==> config.mk <==
export PLATFORM = sky130hd
export DESIGN_NAME = serial_subtractor_flat
export DESIGN_NICKNAME = d
export VERILOG_FILES = /design/src/rtl/serial_subtractor_if.sv /design/src/rtl/serial_subtractor.sv /design/src/flat_wrapper.sv
export SDC_FILE = /design/constraint.sdc
export NUM_CORES = 1
export LEC_CHECK = 0
export BUFFER_PORTS_ARGS = -buffer_cell sky130_fd_sc_hd__buf_4
export CAP_MARGIN = 0
export CORE_MARGIN = 2
export CORE_UTILIZATION = 50
export CTS_CLUSTER_SIZE = 10
export DETAILED_ROUTE_END_ITERATION = 8
export PLACE_DENSITY = 0.76
export SLEW_MARGIN = 20
export SYNTH_ARGS = -nofsm -noshare
export SYNTH_HDL_FRONTEND = slang
export SYNTH_SLANG_ARGS = --single-unit
==> constraint.sdc <==
create_clock -name clk -period 1.7 [get_ports clk]
set_input_delay 0.34 -clock clk [delete_from_list [all_inputs] [get_ports clk]]
set_output_delay 0.34 -clock clk [all_outputs]
set_load 0.01 [all_outputs]
==> src/rtl/serial_subtractor_if.sv <==
// -----------------------------------------------------------------------------
// serial_subtractor_if
// Start/done handshake and operand/result bundle for serial_subtractor.
//   start       : request, accepted when the subtractor is idle or done
//   In1, In2    : minuend / subtrahend, WIDTH bits
//   Bin         : borrow-in
//   busy        : operation in progress
//   done        : one-cycle completion pulse
//   Diff        : (In1 - In2 - Bin) mod 2^WIDTH
//   Bout        : unsigned borrow out of the MSB
//   Ovf         : signed two's-complement overflow
//   Zero        : Diff == 0
// master = requester side, slave = subtractor side.
// -----------------------------------------------------------------------------
interface serial_subtractor_if #(
   parameter int WIDTH = 32
);
   logic             start;
   logic [WIDTH-1:0] In1;
   logic [WIDTH-1:0] In2;
   logic             Bin;
   logic             busy;
   logic             done;
   logic [WIDTH-1:0] Diff;
   logic             Bout;
   logic             Ovf;
   logic             Zero;

   modport master (
      output start, In1, In2, Bin,
      input  busy, done, Diff, Bout, Ovf, Zero
   );

   modport slave (
      input  start, In1, In2, Bin,
      output busy, done, Diff, Bout, Ovf, Zero
   );
endinterface

==> src/rtl/serial_subtractor.sv <==
// -----------------------------------------------------------------------------
// serial_subtractor
// Digit-serial WIDTH-bit subtractor: Diff = In1 - In2 - Bin, processed least
// significant digit first, DIGIT bits per clock (S = WIDTH/DIGIT steps).
// Ports:
//   clk : rising-edge clock
//   rst : synchronous active-high reset
//   bus : serial_subtractor_if slave (start/In1/In2/Bin in,
//         busy/done/Diff/Bout/Ovf/Zero out)
// Results are updated only on the completing edge and held until the next
// completion or reset.
// -----------------------------------------------------------------------------
module serial_subtractor #(
   parameter int WIDTH = 32,
   parameter int DIGIT = 1
) (
   input logic               clk,
   input logic               rst,
   serial_subtractor_if.slave bus
);

   localparam int S  = WIDTH / DIGIT;
   localparam int CW = (S > 1) ? $clog2(S) : 1;

   typedef enum logic [1:0] {
      ST_IDLE = 2'd0,
      ST_RUN  = 2'd1,
      ST_DONE = 2'd2
   } state_t;

   // Ripple-borrow subtract of one digit.
   // Returns {borrow into digit MSB, borrow out, difference digit}; the
   // borrow into the MSB is what the overflow flag needs on the last digit.
   function automatic logic [DIGIT+1:0] sub_digit(
      input logic [DIGIT-1:0] a,
      input logic [DIGIT-1:0] b,
      input logic             bin
   );
      logic             br;
      logic             msb_bin;
      logic [DIGIT-1:0] d;
      br      = bin;
      msb_bin = bin;
      d       = {DIGIT{1'b0}};
      for (int i = 0; i < DIGIT; i++) begin
         if (i == DIGIT - 1) begin
            msb_bin = br;
         end else begin
            msb_bin = msb_bin;
         end
         d[i] = a[i] ^ b[i] ^ br;
         br   = (~a[i] & b[i]) | (~(a[i] ^ b[i]) & br);
      end
      return {msb_bin, br, d};
   endfunction

   state_t                 state_q,  state_d;
   logic [WIDTH-1:0]       a_q,      a_d;
   logic [WIDTH-1:0]       b_q,      b_d;
   // Holds the S-1 digits already produced; the final digit joins on completion.
   logic [WIDTH-DIGIT-1:0] res_q,    res_d;
   logic                   borrow_q, borrow_d;
   logic [CW-1:0]          cnt_q,    cnt_d;
   logic [WIDTH-1:0]       diff_q,   diff_d;
   logic                   bout_q,   bout_d;
   logic                   ovf_q,    ovf_d;
   logic                   zero_q,   zero_d;

   logic [DIGIT+1:0]       digit_s;
   logic [WIDTH-1:0]       res_shift_s;
   logic                   last_s;

   // Digit datapath: current digit result and the result register shifted in from the MSB side.
   always_comb begin
      digit_s     = sub_digit(a_q[DIGIT-1:0], b_q[DIGIT-1:0], borrow_q);
      res_shift_s = {digit_s[DIGIT-1:0], res_q};
      last_s      = (cnt_q == CW'(S - 1));
   end

   // Next-state and next-register logic for the IDLE/RUN/DONE sequencer.
   always_comb begin
      state_d  = state_q;
      a_d      = a_q;
      b_d      = b_q;
      res_d    = res_q;
      borrow_d = borrow_q;
      cnt_d    = cnt_q;
      diff_d   = diff_q;
      bout_d   = bout_q;
      ovf_d    = ovf_q;
      zero_d   = zero_q;
      case (state_q)
         ST_IDLE, ST_DONE: begin
            if (bus.start) begin
               a_d      = bus.In1;
               b_d      = bus.In2;
               res_d    = {(WIDTH-DIGIT){1'b0}};
               borrow_d = bus.Bin;
               cnt_d    = {CW{1'b0}};
               state_d  = ST_RUN;
            end else begin
               state_d  = ST_IDLE;
            end
         end
         ST_RUN: begin
            // start is deliberately not looked at here: no queuing while running.
            a_d      = a_q >> DIGIT;
            b_d      = b_q >> DIGIT;
            res_d    = res_shift_s[WIDTH-1:DIGIT];
            borrow_d = digit_s[DIGIT];
            if (last_s) begin
               cnt_d   = {CW{1'b0}};
               diff_d  = res_shift_s;
               bout_d  = digit_s[DIGIT];
               ovf_d   = digit_s[DIGIT+1] ^ digit_s[DIGIT];
               zero_d  = (res_shift_s == {WIDTH{1'b0}});
               state_d = ST_DONE;
            end else begin
               cnt_d   = cnt_q + CW'(1);
               state_d = ST_RUN;
            end
         end
         default: begin
            state_d = ST_IDLE;
         end
      endcase
   end

   // State and datapath registers with synchronous reset.
   always_ff @(posedge clk) begin
      if (rst) begin
         state_q  <= ST_IDLE;
         a_q      <= {WIDTH{1'b0}};
         b_q      <= {WIDTH{1'b0}};
         res_q    <= {(WIDTH-DIGIT){1'b0}};
         borrow_q <= 1'b0;
         cnt_q    <= {CW{1'b0}};
         diff_q   <= {WIDTH{1'b0}};
         bout_q   <= 1'b0;
         ovf_q    <= 1'b0;
         zero_q   <= 1'b0;
      end else begin
         state_q  <= state_d;
         a_q      <= a_d;
         b_q      <= b_d;
         res_q    <= res_d;
         borrow_q <= borrow_d;
         cnt_q    <= cnt_d;
         diff_q   <= diff_d;
         bout_q   <= bout_d;
         ovf_q    <= ovf_d;
         zero_q   <= zero_d;
      end
   end

   assign bus.busy = (state_q == ST_RUN);
   assign bus.done = (state_q == ST_DONE);
   assign bus.Diff = diff_q;
   assign bus.Bout = bout_q;
   assign bus.Ovf  = ovf_q;
   assign bus.Zero = zero_q;

endmodule

==> src/flat_wrapper.sv <==
// flat-port wrapper written by rule: the top's interface ports become plain ports
module serial_subtractor_flat 
#(
   parameter int WIDTH = 32,
   parameter int DIGIT = 1
)
  (clk, rst, bus_start, bus_In1, bus_In2, bus_Bin, bus_busy, bus_done, bus_Diff, bus_Bout, bus_Ovf, bus_Zero);
  serial_subtractor_if #(.WIDTH(WIDTH)) bus_i ();
  input logic clk;
  input logic rst;
  input wire logic [$bits(bus_i.start)-1:0] bus_start;
  input wire logic [$bits(bus_i.In1)-1:0] bus_In1;
  input wire logic [$bits(bus_i.In2)-1:0] bus_In2;
  input wire logic [$bits(bus_i.Bin)-1:0] bus_Bin;
  output wire logic [$bits(bus_i.busy)-1:0] bus_busy;
  output wire logic [$bits(bus_i.done)-1:0] bus_done;
  output wire logic [$bits(bus_i.Diff)-1:0] bus_Diff;
  output wire logic [$bits(bus_i.Bout)-1:0] bus_Bout;
  output wire logic [$bits(bus_i.Ovf)-1:0] bus_Ovf;
  output wire logic [$bits(bus_i.Zero)-1:0] bus_Zero;
  assign bus_i.start = bus_start;
  assign bus_i.In1 = bus_In1;
  assign bus_i.In2 = bus_In2;
  assign bus_i.Bin = bus_Bin;
  assign bus_busy = bus_i.busy;
  assign bus_done = bus_i.done;
  assign bus_Diff = bus_i.Diff;
  assign bus_Bout = bus_i.Bout;
  assign bus_Ovf = bus_i.Ovf;
  assign bus_Zero = bus_i.Zero;
  serial_subtractor #(.WIDTH(WIDTH), .DIGIT(DIGIT)) u_core (.clk(clk), .rst(rst), .bus(bus_i));
endmodule
==> flow_metrics.py <==
metrics = {
    "power_and_ir_drop": {
        "combPwrFrac_pct": 10.6,
        "leakagePower_nw": 2.88,
        "switching_share_pct": 23.2,
        "p_int_mw": 6.00,
        "power.density_nw_per_um2": 1110,
        "p_switching_mw": 1.81,
        "seq_power_share_pct": 44.6,
        "ir_drop_mv": 0.661,
        "clkPwrFrac_pct": 44.8,
    },
    "yosys": {
        "synthMuxAreaShare_pct": 11.0,
        "synth_compound_area_share_pct": 17.1,
        "synthArstFlopShare_pct": 0,
        "synth_nets": 667,
        "yosysUniqueCellTypes": 31,
        "synth_flop_cell": "dfxtp_1",
        "synth_enable_flop_cells": 0,
        "ys_seq_area_share_pct": 49.9,
        "synth_top_family_by_area": "compound AO/OA/AOI/OAI gates",
        "avgSynthCellArea_sq_um": 9.28,
        "synth_seq_cells": 138,
        "synth_area_sq_um": 5530,
        "ys_warn_count": 0,
        "synthXorXnorAreaFrac_pct": 0.158,
        "syn_inst": 596,
        "synthAdderAreaFrac_pct": 0.814,
        "synthSimpleGateAreaFrac_pct": 14.6,
    },
    "layout": {
        "nFillCells": 886,
        "final_area_sq_um": 7040,
        "diodes": 0,
        "layout_common_cells": "dfxtp_1, buf_4, nor2_1",
        "nets": 756,
        "register_area_sq_um": 2770,
        "multiInputGateArea_sq_um": 2470,
        "drive_gt1_share_pct": 23.9,
        "areaGrowthSynthToFinish_pct": 27.3,
        "utilization_pct": 64.9,
        "final_common_cell": "dfxtp_1",
    },
    "sta": {
        "final_hold_viol_count": 0,
        "clock.fmax_ghz": 0.594,
        "setup-tns-final_ns": 0,
        "worstMarginPinSlew_ns": 0.503,
        "post-route-period-util_pct": 99.0,
        "rsz0062_at_grt": "true",
        "finClkSkew_ns": 0.00813,
        "slew_headroom_pct": 66.5,
        "finalHoldWorstSlack_ns": 0.0752,
        "setup_viol": 0,
        "fin_crit_ns": 1.68,
        "slew_viol_final": 0,
    },
    "setup_path": {
        "cp_slowest_stage_delay_ns": 0.51,
        "worstPathRequired_ns": 2.16,
        "crit_path_cell_trace": "inv_2 > fa_1 > nor4_2 > nand4_1 > or3_1 > a21oi_1",
        "end_kind": "register",
        "arrival_ns": 2.14,
        "cp-start-kind": "register",
        "critPathMaxFanout": 2,
        "critPathKind": "register to register",
        "slowest_stage": "fa_1",
    },
    "clock_network": {
        "cts_buffer_depth": 2,
        "clkSinkCount": 138,
        "htreeDepth": 4,
        "root_buffer": "clkbuf_8",
        "cts_tree": "built",
        "cts_made_buffers": 17,
        "insertion_delay_ns": 0.52,
        "clk_pin_slew_ns": 0.06,
    },
    "detailed_routing": {
        "drt_first_pass_iters": 5,
        "drt_wl_total_microns": 11800,
        "routedWlPerCell_microns": 14.1,
        "via_count": 4491,
        "drt_iter0_drc": 270,
        "ant_nets": 0,
        "via_per_inst": 5.36,
        "drc_errors": 0,
    },
    "grt": {
        "grt_usage_pct": 20.7,
        "grt_pass1_vias": 4223,
        "grt_pass1_wl_microns": 19400,
        "grt_max_degree": 131,
        "antenna_found_initial": 0,
        "grt_overflow": 0,
    },
    "floorplanning": {
        "die_area_sq_um": 11900,
        "initial_core_util_pct": 51.0,
        "dieWidth_microns": 109,
        "core.rowCount": 38,
        "ios": 105,
        "design.core.area_sq_um": 10800,
        "dieHeight_microns": 109,
    },
    "place": {
        "port_buffers": 104,
        "dpl_cell_area_sq_um": 6440,
        "routabilityCongestion": 0.786,
        "place_hpwl_microns": 7670,
    },
    "min_path": {
        "hp-class": "input port to register",
    },
    "job": {
        "maxCapViolCount": 0,
    },
    "status": {
        "status": "complete, no violations",
    },
}
## final timing paths
kind              cells past startpoint                             start  slack, ns                          endpoint
setup / recovery                      6      u_core.borrow_q$_SDFFE_PP0P_       0.02      u_core.bus.Zero$_SDFFE_PP0P_
hold / removal                        3                       bus_In2[31]       0.08       u_core.b_q[31]$_SDFFE_PP0P_
setup reg to reg                      6      u_core.borrow_q$_SDFFE_PP0P_       0.02      u_core.bus.Zero$_SDFFE_PP0P_
hold reg to reg                       2  u_core.bus.Diff[22]$_SDFFE_PP0P_       0.46  u_core.bus.Diff[22]$_SDFFE_PP0P_
## synth_stat cells (3+ instances only)
cell type / number / area [sq um]
nand2_1: 67 / 251
a22oi_1: 34 / 255
dfxtp_1: 138 / 2760
a21oi_1: 38 / 190
clkbuf_1: 28 / 105
nor2_1: 107 / 402
nor4_1: 8 / 50.1
buf_2: 10 / 50.1
mux2i_1: 61 / 611
nor3_1: 4 / 20.0
buf_4: 6 / 45.0
nand4_1: 3 / 18.8
a211oi_1: 63 / 473
buf_12: 4 / 80.1
buf_6: 5 / 56.3
## registers in the layout (all words and copies together), names as in the netlist
name / flops
u_core.bus.Zero: 1
u_core.borrow_q: 1
u_core.b_q: 32
u_core.res_q: 31
u_core.a_q: 32
u_core.bus.Diff: 32
u_core.state_q: 2
u_core.bus.Bout: 1
u_core.cnt_q: 5
u_core.bus.Ovf: 1
## layer usage
layer / up-vias / global-route usage, % / wire length, microns
met5: - / 0 / 0
met2: 97 / 33.0 / 5810
li1: 2280 / - / -
met4: 0 / 7.50 / 118
met3: 12 / 5.80 / 591
met1: 2102 / 26.7 / 5290
## timing repair
item                       4_1_cts  5_1_grt
resized for setup                6        7
setup endpoints to repair        8       21
hold buffers                     0        0
buffers inserted                 0        0
## cells by family (layout without fill, tap and decap cells)
kind of cell	Yosys count	in the layout
flops	138	138
fa+ha+maj	3	3
compound gates	139	139
buf+inv	56	158
simple gates	198	198
mux	61	61
xor+xnor	1	1
## power groups by stage
| stage | registers [mW] | clock network (mW) | logic (mW) |
|---|---|---|---|
| 2_1_floorplan | 3.53 | 0 | 0.586 |
| 3_3_place_gp | 3.55 | 0 | 0.794 |
| 3_5_place_dp | 3.55 | 0 | 0.819 |
| 4_1_cts | 3.49 | 3.55 | 0.826 |
| 5_1_grt | 3.50 | 3.69 | 0.915 |
| 6_report | 3.49 | 3.50 | 0.827 |
## through the flow
step	worst slack [ns]	instances	power (mW)
final	0.0163	838	7.81
after global routing	-0.0594	838	8.11
after CTS	-0.00351	838	7.86
after detailed placement	-0.0238	806	4.37
after global placement	0.0340	806	4.34
after floorplan	0.00378	596	4.12
## critical path, delay by kind of cell, from the launching register on
family,cells,cell delay (ns)
compound gates,1,0.14
fa+ha+maj,1,0.51
flops,1,0.33
simple gates,3,0.61
buf+inv,1,0.04
## layout make-up
| cell class | count | area share (%) |
|---|---|---|
| inverter | 3 | 0.267 |
| clock buffer | 25 | 6.74 |
| timing repair buffer | 123 | 14.9 |
| multi-input combinational | 402 | 35.0 |
| tap | 140 | 2.49 |
| clock inverter | 7 | 1.28 |
| sequential | 138 | 39.3 |
Power figures use the tool's default switching activity.
